## src/rtl/stack_sequencer.sv

```systemverilog
// Multi-register push/pop sequencer: walks STACK_* masks, issues one stack bus
// cycle per set bit, tracks SP, writes popped values back and reports the final SP.
module stack_sequencer (
  input  logic        clk,
  input  logic        reset,
  input  logic        start,
  input  logic [15:0] push_mask,
  input  logic [15:0] pop_mask,
  input  logic [15:0] sp_in,
  input  logic [15:0] reg_rdata,
  input  logic        mem_ack,
  input  logic [15:0] mem_rdata,
  output logic        busy,
  output logic        mem_req,
  output logic        mem_we,
  output logic [15:0] mem_addr,
  output logic [15:0] mem_wdata,
  output logic [3:0]  reg_sel,
  output logic        wr_en,
  output logic [3:0]  wr_sel,
  output logic [15:0] wr_data,
  output logic        sp_we,
  output logic [15:0] sp_out,
  output logic        done
);

  typedef enum logic [1:0] {StIdle, StPush, StPop, StFin} state_e;

  localparam logic [3:0] SpItem = 4'd4;

  state_e      state_q, state_d;
  logic [15:0] push_mask_q, push_mask_d;
  logic [15:0] pop_mask_q, pop_mask_d;
  logic [15:0] sp_cur_q, sp_cur_d;
  logic [15:0] sp_lat_q, sp_lat_d;

  logic [3:0]  push_idx;
  logic [3:0]  pop_idx;
  logic [15:0] push_left;
  logic [15:0] pop_left;
  logic        in_push;
  logic        in_pop;
  logic        in_fin;

  function automatic logic [3:0] lowest_bit(input logic [15:0] m);
    logic [3:0] idx;
    idx = '0;
    for (int i = 15; i >= 0; i--) begin
      if (m[i]) idx = 4'(i);
    end
    return idx;
  endfunction

  function automatic logic [3:0] highest_bit(input logic [15:0] m);
    logic [3:0] idx;
    idx = '0;
    for (int i = 0; i < 16; i++) begin
      if (m[i]) idx = 4'(i);
    end
    return idx;
  endfunction

  // Item selection and bus/writeback outputs decoded from the registered state.
  always_comb begin
    in_push   = (state_q == StPush);
    in_pop    = (state_q == StPop);
    in_fin    = (state_q == StFin);
    push_idx  = lowest_bit(push_mask_q);
    pop_idx   = highest_bit(pop_mask_q);
    push_left = push_mask_q & ~(16'd1 << push_idx);
    pop_left  = pop_mask_q & ~(16'd1 << pop_idx);

    busy      = (state_q != StIdle);
    mem_req   = in_push | in_pop;
    mem_we    = in_push;
    mem_addr  = in_push ? (sp_cur_q - 16'd2) : (in_pop ? sp_cur_q : 16'd0);
    // SP itself is pushed as it stood at start, not as the register file shows it.
    mem_wdata = in_push ? ((push_idx == SpItem) ? sp_lat_q : reg_rdata) : 16'd0;
    reg_sel   = in_push ? push_idx : (in_pop ? pop_idx : 4'd0);
    // A popped SP slot is discarded; SP is rebuilt from the running count instead.
    wr_en     = in_pop & mem_ack & (pop_idx != SpItem);
    wr_sel    = wr_en ? pop_idx : 4'd0;
    wr_data   = wr_en ? mem_rdata : 16'd0;
    done      = in_fin;
    sp_we     = in_fin;
    sp_out    = in_fin ? sp_cur_q : 16'd0;
  end

  // Next-state: latch on start, consume one mask bit per acknowledged bus cycle.
  always_comb begin
    state_d     = state_q;
    push_mask_d = push_mask_q;
    pop_mask_d  = pop_mask_q;
    sp_cur_d    = sp_cur_q;
    sp_lat_d    = sp_lat_q;
    unique case (state_q)
      StIdle: begin
        if (start) begin
          push_mask_d = push_mask;
          pop_mask_d  = pop_mask;
          sp_cur_d    = sp_in;
          sp_lat_d    = sp_in;
          if (push_mask != 16'd0)     state_d = StPush;
          else if (pop_mask != 16'd0) state_d = StPop;
          else                        state_d = StFin;
        end
      end
      StPush: begin
        if (mem_ack) begin
          sp_cur_d    = sp_cur_q - 16'd2;
          push_mask_d = push_left;
          if (push_left == 16'd0) state_d = (pop_mask_q != 16'd0) ? StPop : StFin;
        end
      end
      StPop: begin
        if (mem_ack) begin
          sp_cur_d   = sp_cur_q + 16'd2;
          pop_mask_d = pop_left;
          if (pop_left == 16'd0) state_d = StFin;
        end
      end
      StFin: begin
        state_d = StIdle;
      end
      default: state_d = StIdle;
    endcase
  end

  // State registers; reset drops straight to idle, abandoning any sequence in flight.
  always_ff @(posedge clk or posedge reset) begin
    if (reset) begin
      state_q     <= StIdle;
      push_mask_q <= 16'd0;
      pop_mask_q  <= 16'd0;
      sp_cur_q    <= 16'd0;
      sp_lat_q    <= 16'd0;
    end else begin
      state_q     <= state_d;
      push_mask_q <= push_mask_d;
      pop_mask_q  <= pop_mask_d;
      sp_cur_q    <= sp_cur_d;
      sp_lat_q    <= sp_lat_d;
    end
  end

endmodule

```

## config.mk

```make
export PLATFORM = sky130hd
export DESIGN_NAME = stack_sequencer
export DESIGN_NICKNAME = d
export VERILOG_FILES = /design/src/rtl/stack_sequencer.sv
export SDC_FILE = /design/constraint.sdc
export NUM_CORES = 1
export LEC_CHECK = 0
export BUFFER_PORTS_ARGS = -buffer_cell sky130_fd_sc_hd__buf_2
export CAP_MARGIN = 40
export CORE_ASPECT_RATIO = 0.9
export CORE_MARGIN = 1.5
export CORE_UTILIZATION = 48
export DETAILED_ROUTE_END_ITERATION = 8
export PLACE_DENSITY = 0.73
export SYNTH_ARGS = -nofsm -noshare
export SYNTH_HDL_FRONTEND = slang
export SYNTH_SLANG_ARGS = --single-unit
export TNS_END_PERCENT = 50
```

## constraint.sdc

```tcl
create_clock -name clk -period 3.71 [get_ports clk]
set_input_delay 0.9275 -clock clk [delete_from_list [all_inputs] [get_ports clk]]
set_output_delay 0.9275 -clock clk [all_outputs]
set_load 0.05 [all_outputs]
```

# [Word level (Yosys, flattened, before mapping)]
# Cells that the tools add are included.
[totals] mem_count=0 regBits=66 wordCells=100 ram_bits=0 romBits=0 latch_bits=0 output_inout_bits=78 inputBits=84
[classes] n_eq_ne=10 n_reduce_logical=15 n_bitwise=7 mux=59 order_cmp=0 n_shift=2 div_mod_pow=0 n_mul=0 addsub=2
[op_table] operator="$mux W16" n=13
[op_table] operator="$mux W4" n=33
[op_table] operator="$pmux W16 S2" n=2
[op_table] operator="$pmux W16 S3" n=1
[op_table] operator="$reduce_bool A16 Y1" n=3
[op_table] operator="$and A16 B16 Y16" n=2
[op_table] operator="$logic_not A16 Y1" n=2
[op_table] operator="$not A16 Y16" n=2
[op_table] operator="$shl A1 B4 Y16 const A" n=2
[op_table] operator="$add A16 B2 Y16 const B" n=1
[op_table] operator="$sub A16 B2 Y16 const B" n=1
[op_table] operator="$mux W2" n=6
[op_table] operator="$pmux W2 S4" n=1
[op_table] operator="$ne A2 B2 Y1 const B" n=3
[op_table] operator="$reduce_and A3 Y1" n=2
[op_table] operator="$reduce_bool A2 Y1" n=3
[op_table] operator="$reduce_and A5 Y1" n=1
[op_table] operator="$eq A2 B2 Y1 const B" n=2
[op_table] operator="$eq A4 B3 Y1 const B" n=1
[op_table] operator="$ne A2 B1 Y1 const B" n=2
[op_table] operator="$ne A4 B3 Y1 const B" n=1
[op_table] operator="$reduce_and A4 Y1" n=1
[op_table] operator="$mux W1" n=3
[op_table] operator="$reduce_bool A3 Y1" n=1
[op_table] operator="5 further kinds" n=6

# [Depth between registers and ports, before layout]
[logic_depth] depth_word=23 depth_mapped=12 ltp_nobuf=11

# [Worst setup path after synthesis]
# Ideal clock, no wire load.
[synth_path] path_type="reg-to-output" from="register state_q[1]" to="output reg_sel[0]" arrival_time_ps=3002 slack_ps=-220 path_buffers=3 required_ps=2783 stages_incl_launch_ff=8 cell_sequence="dfrtp_1 inv_1 ha_1 clkbuf_1 inv_1 clkbuf_1 clkbuf_1 o32ai_1"
[synth_between] elab_cells_between_ends=4 classes_between="eq/ne (2); mux (2)"
[synth_rtl] item="start: declaration" line="31" text="state_e state_q, state_d;"
[synth_rtl] item="start signal: assignment" line="132" text="state_q <= StIdle;"
[synth_rtl] item="start signal: assignment" line="138" text="state_q <= state_d;"
[synth_rtl] item="$eq A2 B1 Y1" line="65" text="in_push = (state_q == StPush);"
[synth_rtl] item="via mem_we" line="15" text="output logic mem_we,"
[synth_rtl] item="$mux W4" line="79" text="reg_sel = in_push ? push_idx : (in_pop ? pop_idx : 4'd0);"
[synth_rtl] item="end: declaration" line="18" text="output logic [3:0] reg_sel,"
# The timed path passes the listed nets, and every way through them passes these cells.

# [Worst setup path in the final report]
[layout_path] from="register sp_cur_q[4]" to="output mem_addr[14]"
[layout_between] elab_chain_len=2
[layout_rtl] item="start: declaration" line="34" text="logic [15:0] sp_cur_q, sp_cur_d;"
[layout_rtl] item="start signal: assignment" line="141" text="sp_cur_q <= sp_cur_d;"
[layout_rtl] item="$sub A16 B2 Y16" line="76" text="mem_addr = in_push ? (sp_cur_q - 16'd2) : (in_pop ? sp_cur_q : 16'd0);"
[layout_rtl] item="$mux W16" line="76"
[layout_rtl] item="end: declaration" line="16" text="output logic [15:0] mem_addr,"
# No other way between the ends.

==> impl_metrics.py <==
metrics = {
    "timing": {
        "fmax_mhz": 273,
        "period_share_pct": 98.7,
        "drv_slew": 0,
        "skew_ns": 0.0118,
        "rsz0062_at_grt": "yes",
        "layout_setup_ws_ns": 0.0493,
        "setup_viol": 0,
        "worst_slew_pin_slew_ns": 0.882,
        "maxSlewHeadroom_pct": 41.1,
        "finalHoldViolCount": 0,
        "period_needed_ns": 3.66,
    },
    "drt": {
        "firstDrtPassIters": 5,
        "via_per_inst": 6.17,
        "drt-wirelength-per-cell_um": 18.4,
        "dr_wl_met3_um": 1270,
        "wl_met2_um": 8290,
        "m1WireLength_um": 7980,
        "first_iter_violations": 420,
        "highest_layer": "met4",
        "routed_wl_um": 17900,
        "drcViolationCount": 0,
        "ant_nets": 0,
        "via_count": 5984,
    },
    "floorplanning": {
        "die_h_um": 102,
        "die_x_um": 113,
        "start_util_pct": 50.1,
        "die-area_sq_mm": 0.0115,
        "io_pins": 162,
        "core_area_sq_mm": 0.0104,
        "rows": 35,
    },
    "global_routing": {
        "grt_overflow": 0,
        "grt_pass1_vias": 5608,
        "grt_pass1_wl_um": 28600,
        "antenna_found_initial": 0,
        "track_usage_pct": 31.0,
        "grt_max_degree": 40,
    },
    "job": {
        "max_cap_viol_count": 0,
    },
    "synthesis": {
        "synth_area_sq_mm": 0.00522,
        "synthArstFlopShare_pct": 100,
        "yosys_warnings": 0,
        "ys_seq_area_share_pct": 31.7,
        "syn_inst": 689,
        "synth.avg_cell_area_sq_um": 7.57,
        "yosys.cell_types.count": 62,
        "yosys_register_bits": 66,
        "synth-main-ff-cell": "dfrtp_1",
        "synth-edff-count": 0,
        "synth_fp_nets": 780,
    },
    "critical_path": {
        "worstSetupPathType": "reg -> out",
        "cp-end-kind": "output port",
        "required_ns": 2.78,
        "cp_max_fo": 10,
        "arrival_ns": 2.73,
        "cp-start-kind": "flop",
    },
    "place": {
        "port_buffers": 161,
        "gp_congestion": 0.959,
        "dp_hpwl_um": 13000,
        "place_ws_ns": 0.325,
    },
    "clock_network": {
        "htree_levels": 3,
        "cts_sinks": 66,
        "cts_hold_buf": 0,
        "insertion_delay_ns": 0.34,
        "root_buffer": "clkbuf_16",
        "clock_path_buffers": 2,
        "tritoncts": "built",
        "clk_pin_slew_ns": 0.05,
        "cts_inserted_buffers": 9,
    },
    "layout": {
        "utilization_pct": 63.0,
        "fillers": 930,
        "drive_above_1_share_pct": 30.2,
        "final_common_cell": "buf_2",
        "antenna_cells": 0,
        "area_delta_synth_final_pct": 25.9,
        "layout.nets": 929,
        "final_cell_mix": "158 x buf_2, 119 x nand2_1, 65 x dfrtp_1",
    },
    "status": {
        "status": "complete, no violations",
    },
    "power": {
        "vdd_drop_max_v": 0.000585,
        "static-leakage-power_nw": 3.11,
        "powerDensity_mw_per_mm2": 1140,
    },
    "hold_path": {
        "hold_path_class": "reg -> reg",
    },
}
## path summary, 6_finish.rpt
kind	from	to	slack (ns)	depth (start not counted)
setup reg to reg	pop_mask_q[11]$_DFFE_PP0P_	state_q[0]$_DFFE_PP0P_	0.68	9
hold reg to reg	sp_lat_q[0]$_DFFE_PP0P_	sp_lat_q[0]$_DFFE_PP0P_	0.50	2
min in group asynchronous	reset	sp_lat_q[7]$_DFFE_PP0P_	0.66	3
setup / recovery	sp_cur_q[4]$_DFFE_PP0P_	mem_addr[14]	0.05	8
max in group asynchronous	reset	sp_cur_q[4]$_DFFE_PP0P_	2.60	3
hold / removal	sp_lat_q[0]$_DFFE_PP0P_	sp_lat_q[0]$_DFFE_PP0P_	0.50	2
## critical path, stage by stage, from the launching register on
cell and delay (ns):
dfrtp_2 0.49, or4_1 0.59, nor4_4 0.22, nand2_1 0.11, or3_1 0.38, nor2_1 0.12
nor2_1 0.06, a31oi_1 0.18, buf_4 0.23
## power breakdown
group          switching (mW)  internal, mW  leakage (nW)
sequential              0.528          1.08         0.816
combinational            3.40          1.65          2.15
clock                   0.325         0.499         0.137
total                    4.25          3.23          3.11
## flip-flops by register name, summed over array words and instances (netlist names)
signal	count
pop_mask_q	16
push_mask_q	16
sp_cur_q	16
sp_lat_q	16
state_q	2
## Yosys cell counts, types with 4 or more instances
| cell | number | share of area, % |
|---|---|---|
| nand2b_1 | 4 | 0.48 |
| and2_1 | 33 | 4.0 |
| o31ai_1 | 11 | 1.6 |
| xor2_1 | 6 | 1.0 |
| a22o_1 | 31 | 5.2 |
| clkbuf_1 | 43 | 3.1 |
| o22ai_1 | 8 | 0.96 |
| a21o_1 | 6 | 0.86 |
| a21oi_1 | 41 | 3.9 |
| nand3_1 | 21 | 2.0 |
| dfrtp_1 | 66 | 32 |
| a31oi_1 | 4 | 0.48 |
| nand2_1 | 119 | 8.6 |
| or2_2 | 8 | 0.96 |
| nor4_1 | 15 | 1.8 |
| nor2_1 | 57 | 4.1 |
| inv_1 | 15 | 1.1 |
| xnor2_1 | 6 | 1.0 |
| and3_1 | 5 | 0.60 |
| nand4_1 | 5 | 0.60 |
| or3_1 | 10 | 1.2 |
| a221oi_1 | 11 | 1.8 |
| o21ai_0 | 62 | 5.9 |
| mux2_2 | 15 | 3.2 |
| ha_1 | 7 | 1.7 |
| o41ai_1 | 4 | 0.67 |
| nor3_1 | 13 | 1.2 |
| a211oi_1 | 6 | 0.86 |
## layout make-up
cell class | count | area, sq um | share of cell area [%]
repair buffers | 189 | 1020 | 15.6
multi-input cells | 555 | 3390 | 51.6
flip-flops and latches | 66 | 1650 | 25.2
clock inverters | 2 | 12.5 | 0.191
well taps | 129 | 161 | 2.46
inverters | 17 | 63.8 | 0.972
clock buffers | 12 | 267 | 4.06
## per-stage QoR
stage | cell area (sq um) | hold WS, ns | power, mW | setup TNS [ns] | std cells
floorplan | 5240 | 0.450 | 5.19 | -1.23 | 689
global placement | 6210 | 0.465 | 6.41 | 0 | 956
detailed placement | 6210 | 0.493 | 6.47 | 0 | 956
CTS | 6490 | 0.505 | 7.32 | 0 | 970
global route | 6570 | 0.522 | 7.98 | -0.184 | 970
finish | 6570 | 0.504 | 7.48 | 0 | 970
## kinds of logic after synthesis
| group | count (synthesis) | share of synthesized area [%] |
|---|---|---|
| and+or+nand+nor | 306 | 28.2 |
| buffers and inverters | 68 | 5.30 |
| adders and majority gates | 7 | 1.68 |
| xor gates and xnor gates | 12 | 2.01 |
| AOI/OAI and AO/OA | 211 | 27.1 |
| muxes | 19 | 4.03 |
| DFF | 66 | 31.7 |
## repair_timing
item / in CTS / in global routing
setup endpoints to repair: 13 / 35
setup buffers: 0 / 0
gates resized for setup: 3 / 16
gates cloned: 0 / 0
## metal layers
metal	vias to the layer above	global-route usage, %
met1	2858	43.1
met4	0	10.6
met5	-	0
met2	308	50.0
li1	2781	-
met3	37	4.92
No activity file was read; power rests on OpenSTA's default activity.
